### config.mk
export PLATFORM = sky130hd
export DESIGN_NAME = fp_addsub_param
export DESIGN_NICKNAME = d
export VERILOG_FILES = /design/src/rtl/fp_addsub_pkg.sv /design/src/rtl/fp_addsub_param_lzc.sv /design/src/rtl/fp_addsub_param.sv
export SDC_FILE = /design/constraint.sdc
export NUM_CORES = 1
export LEC_CHECK = 0
export BUFFER_PORTS_ARGS = -buffer_cell sky130_fd_sc_hd__buf_2
export CORE_ASPECT_RATIO = 1.2
export CORE_UTILIZATION = 55
export CTS_CLUSTER_DIAMETER = 100
export DETAILED_ROUTE_END_ITERATION = 12
export PLACE_DENSITY = 0.73
export SKIP_LAST_GASP = 1
export SYNTH_ARGS = -nofsm -noshare
export SYNTH_HDL_FRONTEND = slang
export SYNTH_SLANG_ARGS = --single-unit
### constraint.sdc
create_clock -name clk -period 9.4 [get_ports clk]
set_clock_uncertainty 0.15 [all_clocks]
set_input_delay 0.94 -clock clk [delete_from_list [all_inputs] [get_ports clk]]
set_output_delay 0.94 -clock clk [all_outputs]
set_load 0.01 [all_outputs]
### src/rtl/fp_addsub_pkg.sv
// rtl/fp_addsub_pkg.sv - shared types, flag indices and special-value patterns for fp_addsub_param
package fp_addsub_pkg;

  typedef enum logic [2:0] {
    S_IDLE,
    S_UNPACK,
    S_ALIGN,
    S_ADD,
    S_NORM,
    S_ROUND
  } fp_state_e;

  typedef enum logic [1:0] {
    FP_ZERO,
    FP_NORM,
    FP_INF,
    FP_NAN
  } fp_class_e;

  localparam int FLG_INV = 3;
  localparam int FLG_OVF = 2;
  localparam int FLG_UNF = 1;
  localparam int FLG_INX = 0;

  // Patterns are built in a wide vector and truncated by the caller to 1+exp_w+man_w bits.
  localparam int FP_MAX_W = 128;

  function automatic logic [FP_MAX_W-1:0] fp_qnan(input int exp_w, input int man_w);
    logic [FP_MAX_W-1:0] v;
    v = '0;
    for (int i = 0; i < exp_w; i++) begin
      v[man_w+i] = 1'b1;
    end
    v[man_w-1] = 1'b1;
    return v;
  endfunction

  function automatic logic [FP_MAX_W-1:0] fp_inf(input logic sign, input int exp_w, input int man_w);
    logic [FP_MAX_W-1:0] v;
    v = '0;
    for (int i = 0; i < exp_w; i++) begin
      v[man_w+i] = 1'b1;
    end
    v[exp_w+man_w] = sign;
    return v;
  endfunction

endpackage

### src/rtl/fp_addsub_param_lzc.sv
// rtl/fp_addsub_param_lzc.sv - combinational leading-zero counter (fp_lzc); all-zero input returns WIDTH
import fp_addsub_pkg::*;

module fp_lzc #(
  parameter int WIDTH = 27,
  parameter int CNT_W = $clog2(WIDTH + 1)
) (
  input  logic [WIDTH-1:0] i_data,
  output logic [CNT_W-1:0] o_cnt
);

  logic w_found;

  always_comb begin
    o_cnt   = CNT_W'(WIDTH);
    w_found = 1'b0;
    for (int i = WIDTH - 1; i >= 0; i--) begin
      if (!w_found && i_data[i]) begin
        o_cnt   = CNT_W'(WIDTH - 1 - i);
        w_found = 1'b1;
      end
    end
  end

endmodule

### src/rtl/fp_addsub_param.sv
// rtl/fp_addsub_param.sv - multi-cycle parametrised IEEE-754 add/subtract, RNE, flush-to-zero
import fp_addsub_pkg::*;

module fp_addsub_param #(
  parameter int EXP_W = 8,
  parameter int MAN_W = 23
) (
  input  logic                   clk,
  input  logic                   resetn,
  input  logic [EXP_W+MAN_W:0]   a,
  input  logic [EXP_W+MAN_W:0]   b,
  input  logic                   op,
  input  logic                   load,
  output logic                   busy,
  output logic                   done,
  output logic [EXP_W+MAN_W:0]   sum,
  output logic [3:0]             status
);

  localparam int W       = 1 + EXP_W + MAN_W;
  localparam int MX      = MAN_W + 4;
  localparam int LZ_W    = $clog2(MX + 1);
  localparam int XW      = ((EXP_W > LZ_W) ? EXP_W : LZ_W) + 2;
  localparam int EXP_MAX = (1 << EXP_W) - 1;
  localparam logic [31:0] SH_MAX = 32'(MAN_W + 3);

  fp_state_e r_state, w_next;

  logic [W-1:0]       r_a, r_b;
  logic               r_sa, r_sb;
  logic [EXP_W-1:0]   r_ea, r_eb;
  logic [MAN_W:0]     r_ma, r_mb;
  logic               r_spec, r_spec_inv;
  logic [W-1:0]       r_spec_val;
  logic               r_sign, r_sub;
  logic [EXP_W-1:0]   r_exp;
  logic [MX-1:0]      r_mbig, r_msml;
  logic [MX:0]        r_msum;
  logic signed [XW-1:0] r_nexp;
  logic [MX-1:0]      r_nman;
  logic               r_nzero;
  logic [W-1:0]       r_sum;
  logic [3:0]         r_status;
  logic               r_done;

  function automatic fp_class_e classify(input logic [EXP_W-1:0] e, input logic [MAN_W-1:0] f);
    if (e == '0) return FP_ZERO;
    if (&e) return (f == '0) ? FP_INF : FP_NAN;
    return FP_NORM;
  endfunction

  always_ff @(posedge clk or negedge resetn) begin
    if (!resetn) r_state <= S_IDLE;
    else         r_state <= w_next;
  end

  always_comb begin
    w_next = r_state;
    case (r_state)
      S_IDLE:   if (load) w_next = S_UNPACK;
      S_UNPACK: w_next = S_ALIGN;
      S_ALIGN:  w_next = S_ADD;
      S_ADD:    w_next = S_NORM;
      S_NORM:   w_next = S_ROUND;
      S_ROUND:  w_next = S_IDLE;
      default:  w_next = S_IDLE;
    endcase
  end

  // Unpack: classification and special-result decision.
  logic               w_sa, w_sb;
  logic [EXP_W-1:0]   w_ea, w_eb;
  logic [MAN_W-1:0]   w_fa, w_fb;
  fp_class_e          w_ca, w_cb;
  logic               w_snan_a, w_snan_b;
  logic               w_spec, w_spec_inv;
  logic [W-1:0]       w_spec_val;

  assign {w_sa, w_ea, w_fa} = r_a;
  assign {w_sb, w_eb, w_fb} = r_b;
  assign w_ca     = classify(w_ea, w_fa);
  assign w_cb     = classify(w_eb, w_fb);
  assign w_snan_a = (w_ca == FP_NAN) && !w_fa[MAN_W-1];
  assign w_snan_b = (w_cb == FP_NAN) && !w_fb[MAN_W-1];

  always_comb begin
    w_spec     = 1'b0;
    w_spec_inv = 1'b0;
    w_spec_val = '0;
    if (w_ca == FP_NAN || w_cb == FP_NAN) begin
      w_spec     = 1'b1;
      w_spec_inv = w_snan_a | w_snan_b;
      w_spec_val = W'(fp_qnan(EXP_W, MAN_W));
    end else if (w_ca == FP_INF && w_cb == FP_INF && w_sa != w_sb) begin
      w_spec     = 1'b1;
      w_spec_inv = 1'b1;
      w_spec_val = W'(fp_qnan(EXP_W, MAN_W));
    end else if (w_ca == FP_INF) begin
      w_spec     = 1'b1;
      w_spec_val = W'(fp_inf(w_sa, EXP_W, MAN_W));
    end else if (w_cb == FP_INF) begin
      w_spec     = 1'b1;
      w_spec_val = W'(fp_inf(w_sb, EXP_W, MAN_W));
    end
  end

  // Align: larger magnitude first; the smaller one is shifted through a double-width window
  // so every bit that falls out can be ORed into sticky.
  logic               w_a_ge;
  logic               w_s_big;
  logic [EXP_W-1:0]   w_e_big, w_e_sml, w_diff;
  logic [MAN_W:0]     w_m_big, w_m_sml;
  logic [31:0]        w_sh;
  logic [2*MX-1:0]    w_wide;
  logic [MX-1:0]      w_sml_al;

  assign w_a_ge   = {r_ea, r_ma} >= {r_eb, r_mb};
  assign w_s_big  = w_a_ge ? r_sa : r_sb;
  assign w_e_big  = w_a_ge ? r_ea : r_eb;
  assign w_e_sml  = w_a_ge ? r_eb : r_ea;
  assign w_m_big  = w_a_ge ? r_ma : r_mb;
  assign w_m_sml  = w_a_ge ? r_mb : r_ma;
  assign w_diff   = w_e_big - w_e_sml;
  assign w_sh     = (32'(w_diff) > SH_MAX) ? SH_MAX : 32'(w_diff);
  assign w_wide   = {w_m_sml, 3'b000, {MX{1'b0}}} >> w_sh;
  assign w_sml_al = {w_wide[2*MX-1:MX+1], w_wide[MX] | (|w_wide[MX-1:0])};

  // Normalise.
  logic [LZ_W-1:0]      w_lz;
  logic [MX-1:0]        w_nman;
  logic signed [XW-1:0] w_nexp;

  fp_lzc #(
    .WIDTH (MX),
    .CNT_W (LZ_W)
  ) u_lzc (
    .i_data (r_msum[MX-1:0]),
    .o_cnt  (w_lz)
  );

  always_comb begin
    if (r_msum[MX]) begin
      w_nman = {r_msum[MX:2], r_msum[1] | r_msum[0]};
      w_nexp = $signed(XW'(r_exp)) + $signed(XW'(1));
    end else begin
      w_nman = r_msum[MX-1:0] << w_lz;
      w_nexp = $signed(XW'(r_exp)) - $signed(XW'(w_lz));
    end
  end

  // Round to nearest even, then pack with overflow/underflow handling.
  logic                 w_g, w_r, w_s, w_rup, w_inx;
  logic [MAN_W+1:0]     w_mr;
  logic signed [XW-1:0] w_rexp;
  logic [MAN_W-1:0]     w_frac;
  logic [W-1:0]         w_res;
  logic [3:0]           w_flags;

  assign w_g    = r_nman[2];
  assign w_r    = r_nman[1];
  assign w_s    = r_nman[0];
  assign w_inx  = w_g | w_r | w_s;
  assign w_rup  = w_g & (w_r | w_s | r_nman[3]);
  assign w_mr   = {1'b0, r_nman[MX-1:3]} + {{(MAN_W+1){1'b0}}, w_rup};
  assign w_rexp = w_mr[MAN_W+1] ? r_nexp + $signed(XW'(1)) : r_nexp;
  assign w_frac = w_mr[MAN_W+1] ? w_mr[MAN_W:1] : w_mr[MAN_W-1:0];

  always_comb begin
    w_res   = '0;
    w_flags = '0;
    if (r_spec) begin
      w_res            = r_spec_val;
      w_flags[FLG_INV] = r_spec_inv;
    end else if (r_nzero) begin
      // Only (-0)+(-0) keeps a negative sign; cancellation yields +0.
      w_res = {r_sign & ~r_sub, {(W-1){1'b0}}};
    end else if (w_rexp >= $signed(XW'(EXP_MAX))) begin
      w_res            = W'(fp_inf(r_sign, EXP_W, MAN_W));
      w_flags[FLG_OVF] = 1'b1;
      w_flags[FLG_INX] = 1'b1;
    end else if (w_rexp[XW-1] || w_rexp == '0) begin
      w_res            = {r_sign, {(W-1){1'b0}}};
      w_flags[FLG_UNF] = 1'b1;
      w_flags[FLG_INX] = 1'b1;
    end else begin
      w_res            = {r_sign, w_rexp[EXP_W-1:0], w_frac};
      w_flags[FLG_INX] = w_inx;
    end
  end

  always_ff @(posedge clk or negedge resetn) begin
    if (!resetn) begin
      r_a        <= '0;
      r_b        <= '0;
      r_sa       <= 1'b0;
      r_sb       <= 1'b0;
      r_ea       <= '0;
      r_eb       <= '0;
      r_ma       <= '0;
      r_mb       <= '0;
      r_spec     <= 1'b0;
      r_spec_inv <= 1'b0;
      r_spec_val <= '0;
      r_sign     <= 1'b0;
      r_sub      <= 1'b0;
      r_exp      <= '0;
      r_mbig     <= '0;
      r_msml     <= '0;
      r_msum     <= '0;
      r_nexp     <= '0;
      r_nman     <= '0;
      r_nzero    <= 1'b0;
      r_sum      <= '0;
      r_status   <= '0;
      r_done     <= 1'b0;
    end else begin
      r_done <= 1'b0;
      case (r_state)
        S_IDLE: begin
          if (load) begin
            r_a <= a;
            r_b <= {b[W-1] ^ op, b[W-2:0]};
          end
        end
        S_UNPACK: begin
          // Zero and subnormal operands both become exponent 0, mantissa 0.
          r_sa       <= w_sa;
          r_sb       <= w_sb;
          r_ea       <= (w_ca == FP_ZERO) ? '0 : w_ea;
          r_eb       <= (w_cb == FP_ZERO) ? '0 : w_eb;
          r_ma       <= (w_ca == FP_ZERO) ? '0 : {1'b1, w_fa};
          r_mb       <= (w_cb == FP_ZERO) ? '0 : {1'b1, w_fb};
          r_spec     <= w_spec;
          r_spec_inv <= w_spec_inv;
          r_spec_val <= w_spec_val;
        end
        S_ALIGN: begin
          r_sign <= w_s_big;
          r_sub  <= r_sa ^ r_sb;
          r_exp  <= w_e_big;
          r_mbig <= {w_m_big, 3'b000};
          r_msml <= w_sml_al;
        end
        S_ADD: begin
          r_msum <= r_sub ? ({1'b0, r_mbig} - {1'b0, r_msml})
                          : ({1'b0, r_mbig} + {1'b0, r_msml});
        end
        S_NORM: begin
          r_nman  <= w_nman;
          r_nexp  <= w_nexp;
          r_nzero <= (r_msum == '0);
        end
        S_ROUND: begin
          r_sum    <= w_res;
          r_status <= w_flags;
          r_done   <= 1'b1;
        end
        default: ;
      endcase
    end
  end

  assign busy   = (r_state != S_IDLE);
  assign done   = r_done;
  assign sum    = r_sum;
  assign status = r_status;

endmodule
### Yosys cells after proc, flatten, opt, wreduce, memory -nomap -nowiden

Index checks and enable logic that the tools add are counted.

* bits in registers: 331

* magnitude comparators: 3
* bitwise logic cells: 12
* shifts and indexed selects: 2
* reductions and logical operators: 74
* mux-type cells: 109
* equal/unequal tests: 11
* $add $sub $neg: 7

Operators by type and width (count)
* $mux 32: 6
* $mux 5: 27
* $mux 24: 4
* $mux 31: 2
* $shr 54x8->54: 1
* $mux 1: 48
* $logic_not 23->1: 2
* $mux 8: 5
* $ge 32x32->1: 1
* $logic_and 1x1->1: 30
* $add 27x27->28: 1
* $logic_not 1->1: 28
* $logic_not 28->1: 1
* $mux 28: 1
* $sub 27x27->28: 1
* $mux 27: 1
* $reduce_or 27->1: 1
* $shl 27x5->27: 1
* $add 24x1->25: 1
* $mux 23: 1
* $mux 10: 2
* $logic_not 8->1: 2
* $mux 2: 8
* $reduce_and 8->1: 2
* 24 further kinds: 41

### Logic depth before layout (Yosys ltp)

Gate-level depths: netlist of the first run.

* word-level depth: 81
* mapped depth: 33
* depth with buffers taken out: 25

### Modules after synthesis

Synthesis of the first run repeated with hierarchy kept, for this count alone.

* cells, all modules: 2352
* area total of the unflattened synthesis: 19945.4 um2

Modules (own cells, without submodules)
* fp_addsub_param: cells each 2301, instances 1, area each 19657.6 um2
* fp_lzc: cells each 51, instances 1, area each 287.8 um2

### Worst setup path before layout of the first run

Ideal clock, no wire load.

* kind: flip-flop to flip-flop
* start point: register r_ma[13]
* end point: register r_msml[0]
* clock period less this slack: 6.111 ns
* setup slack: 3.289 ns
* setup time: 0.124 ns
* cell stages (with the launch flop): 30
* data required time: 9.126 ns
* arrival time: 5.837 ns
* cell sequence: dfrtp_1 > ha_1 > a211oi_2 > o21ai_1 > a211oi_2 > o311ai_2 > a21oi_4 > buf_2 > buf_1 > clkbuf_1 > clkbuf_1 > nor2_1 > nor2_1 > ha_1 > nand2_1 > o21ai_0 > nor3_1 > a31oi_4 > a32oi_4 > a211oi_4 > buf_6 > buf_8 > a21oi_2 > nor2_4 > nand2_1 > nor4b_1 > nor4_1 > a2111oi_2 > a41oi_1 > a211o_1

* word-level cells in the longest chain between the ends: 8
* elaborated cells on any way between the ends: 10
* those cells by class: add/sub (1); order compare (2); shift (1); mux (4); bitwise (1); reduce/logical (1)

Ends and longest elaborated chain
* start, declared: line fp_addsub_param.sv:32 `logic [MAN_W:0] r_ma, r_mb;`
* start signal, assigned: line fp_addsub_param.sv:231 `r_ma <= (w_ca == FP_ZERO) ? '0 : {1'b1, w_fa};`
* $ge 32x32->1: line fp_addsub_param.sv:117 `assign w_a_ge = {r_ea, r_ma} >= {r_eb, r_mb};`
* $mux 8 (on tied branches): line fp_addsub_param.sv:119, fp_addsub_param.sv:120
* $sub 8x8->8: line fp_addsub_param.sv:123 `assign w_diff = w_e_big - w_e_sml;`
* $gt 8x5->1: line fp_addsub_param.sv:124 `assign w_sh = (32'(w_diff) > SH_MAX) ? SH_MAX : 32'(w_diff);`
* $mux 8: line fp_addsub_param.sv:124
* $shr 54x8->54 (*): line fp_addsub_param.sv:125 `assign w_wide = {w_m_sml, 3'b000, {MX{1'b0}}} >> w_sh;`
* $reduce_or 27->1: line fp_addsub_param.sv:126 `assign w_sml_al = {w_wide[2*MX-1:MX+1], w_wide[MX] | (|w_wide[MX-1:0])};`
* $or 1x1->1 (*): line fp_addsub_param.sv:126
* end signal, assigned: line fp_addsub_param.sv:242 `r_msml <= w_sml_al;`
* end, declared: line fp_addsub_param.sv:37 `logic [MX-1:0] r_mbig, r_msml;`

Every way passes the cells marked *; elsewhere a longest branch is shown, timed or not.
A chain may end at the register's enable or synchronous reset.

### Final worst setup path of the first run

* start point: register r_mb[0]
* end point: register r_msml[0]

* word-level cells in the longest chain between the ends: 8
* elaborated cells on any way between the ends: 10
* those cells by class: add/sub (1); order compare (2); shift (1); mux (4); bitwise (1); reduce/logical (1)

Ends and longest elaborated chain
* start, declared: line fp_addsub_param.sv:32
* start signal, assigned: line fp_addsub_param.sv:232 `r_mb <= (w_cb == FP_ZERO) ? '0 : {1'b1, w_fb};`
* $ge 32x32->1: line fp_addsub_param.sv:117
* $mux 8 (on tied branches): line fp_addsub_param.sv:119, fp_addsub_param.sv:120
* $sub 8x8->8: line fp_addsub_param.sv:123
* $gt 8x5->1: line fp_addsub_param.sv:124
* $mux 8: line fp_addsub_param.sv:124
* $shr 54x8->54 (*): line fp_addsub_param.sv:125
* $reduce_or 27->1: line fp_addsub_param.sv:126
* $or 1x1->1 (*): line fp_addsub_param.sv:126

Marked as above.

==> results.md, run 1 <==
* MaxCap Viol Count at 0
* Placeable Area at 0.0351 mm^2
* Post-synth EDFFs at 0
* Post-cts resize count at 0
* Number of fill cells in the layout at just over 3,000
* # Post-CTS Setup Buffers at 0
* Initial antenna violation count at 0
* Crit path time final at 6440 ps
* Post-route ant nets at 0
* Tcrit/Tclk final at between 60% and 70%
* Register Area at 0.00753 mm^2
* Syn nets at 2,507
* Seq/Total Area, Yosys at about two fifths
* Post-CTS Hold Buffers at 0
* Clock-pin slew on the worst setup and hold paths at roughly 60 ps
* Finished Layout Cells at 2,853
* CP Max Fanout at 28
* Final Wtd Congestion at 0.986
* Routed WL per cell at 18.4 um
* Detailed-route via count at around 17,000
* WL final at ~53 mm
* Multi-input combinational cell area at 0.0112 mm^2
* Synth cell types at 100
* Die width at 175 um
* # DRC at 0
* Largest net degree at the start of global routing at 109
* Cts bufs inserted at 31
* Initial core utilization at between 50% and 60%
* # diodes at 0
* Most frequent cells in the layout: nand2_1 (416), dfrtp_1 (301), nor2_1 (198), o21ai_0 (192), a21oi_1 (163)
* Initial DRC Count at 1,492
* Worst reg2reg path depth at 24
* First-pass GRT wire length at around 86 mm
* Vias in the first global route at 16,900
* CTS root buffer: clkbuf_16
* Most used DFF post-synth: dfrtp_1
* Num ports at 106
* Unrepaired setup endpoints after global routing: no
* Ys Warns at 0
* Clock latency on the worst-skew pair at 580 ps
* Die area at 0.0366 mm^2
* H-Tree Depth at 1
* Total track usage at between 20 and 30%
* Worst EP required at 9710 ps
* Syn avg cell area at 8.39 um^2
* Most common cell after layout, fill and taps aside: nand2_1
* First-pass DRT Iterations at 8
* Highest clock rate at 155 MHz
* CP Launch Type: flop
* Rel. slew slack at between 30% and 40%
* Crit path capture type: flop
* #FFs+latches synth at approximately 300
* Syn Inst Count at 2,347
* Post-DP HPWL at 39.0 mm
* Slew @ Worst Pin at 1030 ps
* Async S/R FF share, synth at 100%
* Grt ovf at 0
* HP Class: in -> async
* Nets at 2,529
* Arr. time, crit path at slightly below 7000 ps
* Die height at 209 um
* Vias per inst at 6.10
* Status: finished clean
* Crit path kind: reg -> reg
* Final setup vio count at 0
* Input/output buffers at 105
* TritonCTS clock tree: built
* Fraction of layout cells with a size suffix above 1 at 13.1%
* Rows at 75
* Setup TNS at 0 ps
* Area Growth Syn to Fin at 9.21%
* Fin. max-slew vios at 0
* Clk buf depth at 3
* Dpl cells at 2,798
* Endpoints failing hold at 0
* Synth Cell Area at around 0.020 mm^2
* Clk sinks at 301
registers in the layout, indices dropped and copies added (netlist names), 10 cells and up:
register  flops
r_mb         24
r_b          32
r_a          32
sum          32
r_mbig       24
r_ma         24
r_nman       27
r_msum       28
r_msml       27
r_nexp       10
final timing paths:
path / start / end / slack (ps)
worst max-delay path: r_mb[0] / r_msml[0] / 2960
worst min-delay path: resetn / sum[6] / 290
worst max register to register: r_mb[0] / r_msml[0] / 2960
worst min register to register: sum[30] / sum[30] / 310
max in group asynchronous: resetn / r_mb[14] / 6780
min in group clk: sum[30] / sum[30] / 310
synth_stat cells, drive strengths merged, types with 8 or more instances:
cell type | count | area share (%)
dfrtp | 301 | 38
clkbuf | 105 | 2.0
o31ai | 14 | 0.53
nand2b | 10 | 0.32
and2 | 12 | 0.38
buf | 33 | 0.98
xnor2 | 35 | 1.6
or2 | 8 | 0.25
nand3 | 28 | 0.71
or3 | 10 | 0.32
o21ai | 214 | 5.5
nand4 | 24 | 0.76
a211oi | 19 | 0.84
a22o | 13 | 0.58
a31oi | 54 | 1.8
xor2 | 29 | 1.3
mux2 | 84 | 4.8
a21o | 14 | 0.53
mux2i | 69 | 3.5
nor2b | 12 | 0.38
o22ai | 52 | 1.7
a221oi | 12 | 0.53
a22oi | 8 | 0.31
ha | 90 | 5.7
nand2 | 416 | 7.9
inv | 115 | 2.2
nor4 | 16 | 0.51
nor3 | 53 | 1.4
nor2 | 203 | 4.0
a21oi | 168 | 4.4
o21a | 8 | 0.31
o21bai | 11 | 0.42
critical path, cell delays in order, from the launching register on:
cell,delay [ps]
dfrtp_1,410
ha_1,280
nand2b_1,90
a21oi_1,60
o21a_1,210
o311ai_2,710
a21oi_4,270
nor2_1,170
nor2_1,50
ha_1,180
nand2_1,70
o21ai_0,100
or3_1,330
a31oi_2,230
o22ai_4,120
a32oi_4,320
a211o_1,780
nor3_1,170
a311oi_4,330
o22ai_1,140
nor2_1,170
nand4_1,170
a2111oi_2,390
a41oi_1,160
a211o_1,250
logic make-up after synthesis:
kind of cell	count (synthesis)	synth area share, %
and+or+nand+nor	827	18.4
AOI/OAI and AO/OA	655	21.0
adders and majority gates	92	5.92
muxes	154	8.43
buffers and inverters	254	5.19
xor gates and xnor gates	64	2.85
DFF	301	38.3
layer usage:
metal	vias up	wire length (um)	track usage, %
li1	8345	-	-
met4	0	2550	14.0
met3	159	2660	2.75
met5	-	0	0
met1	8260	22100	37.3
met2	632	25300	48.4
area by class of cell:
class / count / area share, %
inverters: 116 / 2.02
repair buffers: 127 / 3.26
flip-flops and latches: 301 / 35.0
clock buffers: 39 / 3.98
well taps: 462 / 2.69
clock inverters: 16 / 1.02
multi-input cells: 1792 / 52.0
metrics by stage:
step / area (um^2) / setup WS [ps] / hold slack, ps / util [%]
final: 21500 / 2960 / 285 / 61.3
after global routing: 21500 / 2550 / 331 / 61.3
after CTS: 21500 / 3070 / 296 / 61.3
after detailed placement: 20400 / 3090 / 303 / 58.2
after global placement: 20400 / 3210 / 297 / 58.2
after floorplan: 19700 / 3290 / 300 / -
Power of run 1 is not shown: default switching activity piles up to over one toggle a cycle in this logic, so the estimate is an artifact.
==> run 2: changes to the inputs <==
ABC_AREA = 1   (was not set)
clock period = 6.5 ns   (was 9.4 ns; I/O delays follow)
==> results.md, run 2 <==
* Status: finished clean
* Post-cts resize count at 0
* Hold slack at 151 ps
* Finished Layout Cells at 3,278
* Syn nets at a little under 3,000
* #FFs+latches synth at 301
* Most used DFF post-synth: dfrtp_1
* Async S/R FF share, synth at 100%
* First-pass GRT wire length at 92.6 mm
* Vias in the first global route at 18,000
* Total track usage at 31.6%
* TritonCTS clock tree: built
* Syn Inst Count at 2,764
* Seq/Total Area, Yosys at 38.3%
* Grt ovf at 0
* Final setup vio count at 0
* WL final at around 57 mm
* Placeable Area at 0.0351 mm^2
* CP Max Fanout at 32
* HP Class: in -> reg
* Clk sinks at approximately 300
* Initial core utilization at about 56%
* Post-route ant nets at 0
* Synth cell types at 57
* Fraction of layout cells with a size suffix above 1 at 7.92%
* Most common cell after layout, fill and taps aside: nand2_1
* Die area at 0.0365 mm^2
* Dpl cells at 3,218
* Initial antenna violation count at 0
* Post-synth EDFFs at 0
* Die height at 209 um
* Vias per inst at about 5.7
* Cts bufs inserted at 35
* Synth Cell Area at 0.0197 mm^2
* Post-DP HPWL at 42.7 mm
* Most instantiated library cell after synthesis: nand2_1
* First-pass DRT Iterations at 6
* Synth area leaders: dfrtp_1 (38%), nand2_1 (15%), o21ai_0 (6.7%)
* Area Growth Syn to Fin at 9.47%
* Fin. max-slew vios at 0
* Routed WL per cell at 17.4 um
* Slew @ Worst Pin at 1120 ps
* Crit path capture type: flop
* Nets at 2,954
* Syn avg cell area at 7.11 um^2
* Input/output buffers at 105
* H-Tree Depth at 2
* Register Area at about 0.0075 mm^2
* Crit path top cell by count: nand2_1
* Clock latency on the worst-skew pair at 540 ps
* Number of fill cells in the layout at 3,294
* Ys Warns at 0
* Arr. time, crit path at 5980 ps
* CP Launch Type: flop
* Unrepaired setup endpoints after global routing: no
* Num ports at 106
* Crit path time final at 5710 ps
* Setup TNS at 0 ps
* Most frequent cells in the layout: nand2_1 (781), inv_1 (324), dfrtp_1 (301), o21ai_0 (263), nand3_1 (224)
* Clock-pin slew on the worst setup and hold paths at 70 ps
* CTS root buffer: clkbuf_16
* Critical Path Max Stage Delay at a little under 800 ps
* Detailed-route via count at 18,600
* # DRC at 0
* Endpoints failing hold at 0
* Slowest CP cell: inv_1
* # diodes at 0
* Initial DRC Count at between 1,000 and 1,500
* MaxCap Viol Count at 0
* Top cell type's share of synthesized area at a little under two fifths
* Synth top cells by count: nand2_1 (782), inv_1 (324), dfrtp_1 (301), o21ai_0 (263), nand3_1 (224)
* Worst EP required at a little under 7000 ps
* Die width at between 150 and 200 um
* Rows at 75
* Highest clock rate at ~180 MHz
* Crit path kind: reg -> reg
* Largest net degree at the start of global routing at between 100 and 150
* Multi-input combinational cell area at 0.0103 mm^2
* Yosys top cell by area: dfrtp_1
* Rel. slew slack at between 20% and 30%
* Tcrit/Tclk final at around 90%
* Clk buf depth at 3
* Final Wtd Congestion at 0.938
==> run 2: cell types whose count changed after synthesis, moves of 68 or more <==
| cell | delta |
|---|---|
| nand3_1 | +196 |
| nor2_1 | -74 |
| mux2i_1 | -68 |
| o21ai_0 | +71 |
| inv_1 | +210 |
| mux2_2 | -83 |
| nand2_1 | +366 |
==> run 2: worst paths after layout <==
path	cells past startpoint	slack (ps)	startpoint	endpoint
setup / recovery	31	790	r_eb[3]	r_msml[0]
hold / removal	3	150	b[24]	r_b[24]
setup reg to reg	31	790	r_eb[3]	r_msml[0]
hold reg to reg	2	330	status[3]	status[3]
max in group asynchronous	3	4150	resetn	sum[23]
min in group asynchronous	2	530	resetn	r_msum[8]
==> run 2: worst max-delay path: cells and delay by family, from the launching register on <==
kind	cells	cell delay, ps
buffers and inverters	5	1100
adders and majority gates	2	500
DFF	1	390
AOI/OAI and AO/OA	3	540
and+or+nand+nor	21	2900
==> run 2: cell type report <==
cell class	instances	area share, %
multi-input combinational	1995	48.0
sequential	301	35.0
inverter	336	5.86
clock buffer	46	4.54
timing repair buffer	125	3.26
tap	462	2.69
clock inverter	13	0.663
==> run 2: repair_timing <==
item | in CTS | in global routing
hold buffers | 1 | 0
buffers inserted | 0 | 0
hold endpoints to repair | 3 | 0
==> run 2: logic make-up (layout without fill, tap and decap cells) <==
family                     count (synthesis)  count (layout)  share of synthesized area (%)
and+or+nand+nor                         1271            1271                           27.6
AOI/OAI and AO/OA                        583             583                           16.8
buffers and inverters                    468             520                           9.19
DFF                                      301             301                           38.3
adders and majority gates                 92              92                           5.93
xor gates and xnor gates                  48              48                           2.14
muxes                                      1               1                         0.0509
==> run 2: metrics by stage <==
step                      util [%]  area (um^2)  setup WS (ps)
after global routing          61.3        21500           99.0
after floorplan                  -        19700           2620
after detailed placement      58.1        20400            863
after CTS                     61.3        21500            837
final                         61.3        21500            790
after global placement        58.1        20400           1000
==> run 2: layer usage <==
metal | up-vias | part of all wire (%) | GRT usage [%]
li1 | 9215 | - | -
met1 | 8743 | 42 | 39.2
met2 | 470 | 49 | 55.3
met3 | 140 | 3.6 | 3.04
met4 | 0 | 4.7 | 15.1
met5 | - | 0 | 0
Power of run 2 is left out for the same reason.
==> run 3: changes to the inputs <==
CORE_UTILIZATION = 25   (was 55)
PLACE_DENSITY = not set   (was 0.73)
==> results.md, run 3 (same netlist as run 2, synthesis figures left out) <==
* Status: finished, violations left
* Failing checks: hold timing
* Post-DP HPWL at 43.9 mm
* Clk buf depth at 3
* Most frequent cells in the layout: nand2_1 (781), inv_1 (324), dfrtp_1 (301), o21ai_0 (263), nand3_1 (224)
* Unrepaired setup endpoints after global routing: no
* Rel. slew slack at 33.9%
* Top routing layer in use: met4
* Die area at 0.0797 mm^2
* Setup TNS at 0 ps
* Slowest CP cell: inv_1
* Die width at 258 um
* Metal3 WL at 2.22 mm
* First-pass GRT wire length at between 90 and 100 mm
* # diodes at 0
* Clock latency on the worst-skew pair at 560 ps
* Final setup vio count at 0
* Vias in the first global route at 17,600
* Number of fill cells in the layout at 8,548
* Vias per inst at 4.74
* CP Max Fanout at 32
* Routed WL per cell at 15.1 um
* Hold slack at -14.1 ps
* TritonCTS clock tree: built
* Placeable Area at 0.0778 mm^2
* Initial antenna violation count at 0
* Most common cell after layout, fill and taps aside: nand2_1
* Fin. max-slew vios at 0
* Crit path time final at roughly 5600 ps
* Crit path capture type: flop
* Cts bufs inserted at 37
* Num ports at roughly 110
* Tcrit/Tclk final at between 80% and 90%
* Area Growth Syn to Fin at 13.8%
* Endpoints failing hold at 6
* Fraction of layout cells with a size suffix above 1 at a little over 8%
* Post-cts resize count at 0
* Post-CTS Hold Buffers at 0
* Initial core utilization at 25.3%
* Grt ovf at 0
* Largest net degree at the start of global routing at 95
* First-pass DRT Iterations at 5
* # Post-CTS Setup Buffers at 0
* Final Wtd Congestion at 0.936
* H-Tree Depth at 2
* Clk sinks at 301
* MaxCap Viol Count at 0
* Crit path top cell by count: nand2_1
* Worst reg2reg path depth at 31
* HP Class: in -> async
* Die height at between 300 and 400 um
* Critical Path Max Stage Delay at 800 ps
* CP Launch Type: flop
* CTS root buffer: clkbuf_16
* Met2 Routed Length at between 20 and 30 mm
* Crit path kind: reg -> reg
* Initial DRC Count at 1,085
* Rows at 112
* Slew @ Worst Pin at 992 ps
* Total track usage at approximately 15%
* WL final at roughly 58 mm
* # DRC at 0
* Highest clock rate at roughly 180 MHz
* Arr. time, crit path at 5940 ps
* Detailed-route via count at roughly 18,000
* Worst EP required at between 6000 and 7000 ps
* Clock-pin slew on the worst setup and hold paths at 60 ps
* Routed length on met1 at 26.5 mm
* Post-route ant nets at 0
* Nets at 2,955
* Input/output buffers at ~110
-- run 3: final timing paths --
| check | startpoint | end | slack (ps) |
|---|---|---|---|
| worst min register to register | sum[10] | sum[10] | 330 |
| worst max register to register | r_eb[3] | r_msml[0] | 860 |
| max in group asynchronous | resetn | r_ma[3] | 4680 |
| worst max-delay path | r_eb[3] | r_msml[0] | 860 |
| worst min-delay path | resetn | r_mbig[10] | -10 |
| min in group clk | b[1] | r_b[1] | 140 |
-- run 3: per-stage QoR --
stage	area, um^2	std cells	util [%]	worst slack, ps
2_1_floorplan	19700	2764	-	2620
6_report	22400	3846	28.7	857
3_5_place_dp	21100	3782	27.1	940
4_1_cts	22400	3846	28.7	911
5_1_grt	22400	3846	28.7	247
3_3_place_gp	21100	3782	27.1	1020
-- run 3: worst max-delay path, delay by kind of cell (launching register included) --
family,cells,cell delay (ps)
AO/OA/AOI/OAI,3,560
adder cells (fa/ha/maj),2,500
buffers and inverters,5,1120
flip-flops,1,380
AND/OR/NAND/NOR,21,2820
-- run 3: routing by layer --
metal	vias up	track usage, %
met4	0	4.93
met2	402	25.0
met3	83	1.84
met5	-	0
li1	9227	-
met1	8516	19.1
-- run 3: cell type report --
cell class              instances  area [um^2]  area share, %
well taps                    1026         1280           5.74
clock buffers                  50         1060           4.76
repair buffers                124          678           3.03
flip-flops and latches        301         7530           33.7
clock inverters                14          216          0.968
multi-input cells            1995        10300           46.2
inverters                     336         1260           5.64
Power of run 3 is left out for the same reason.
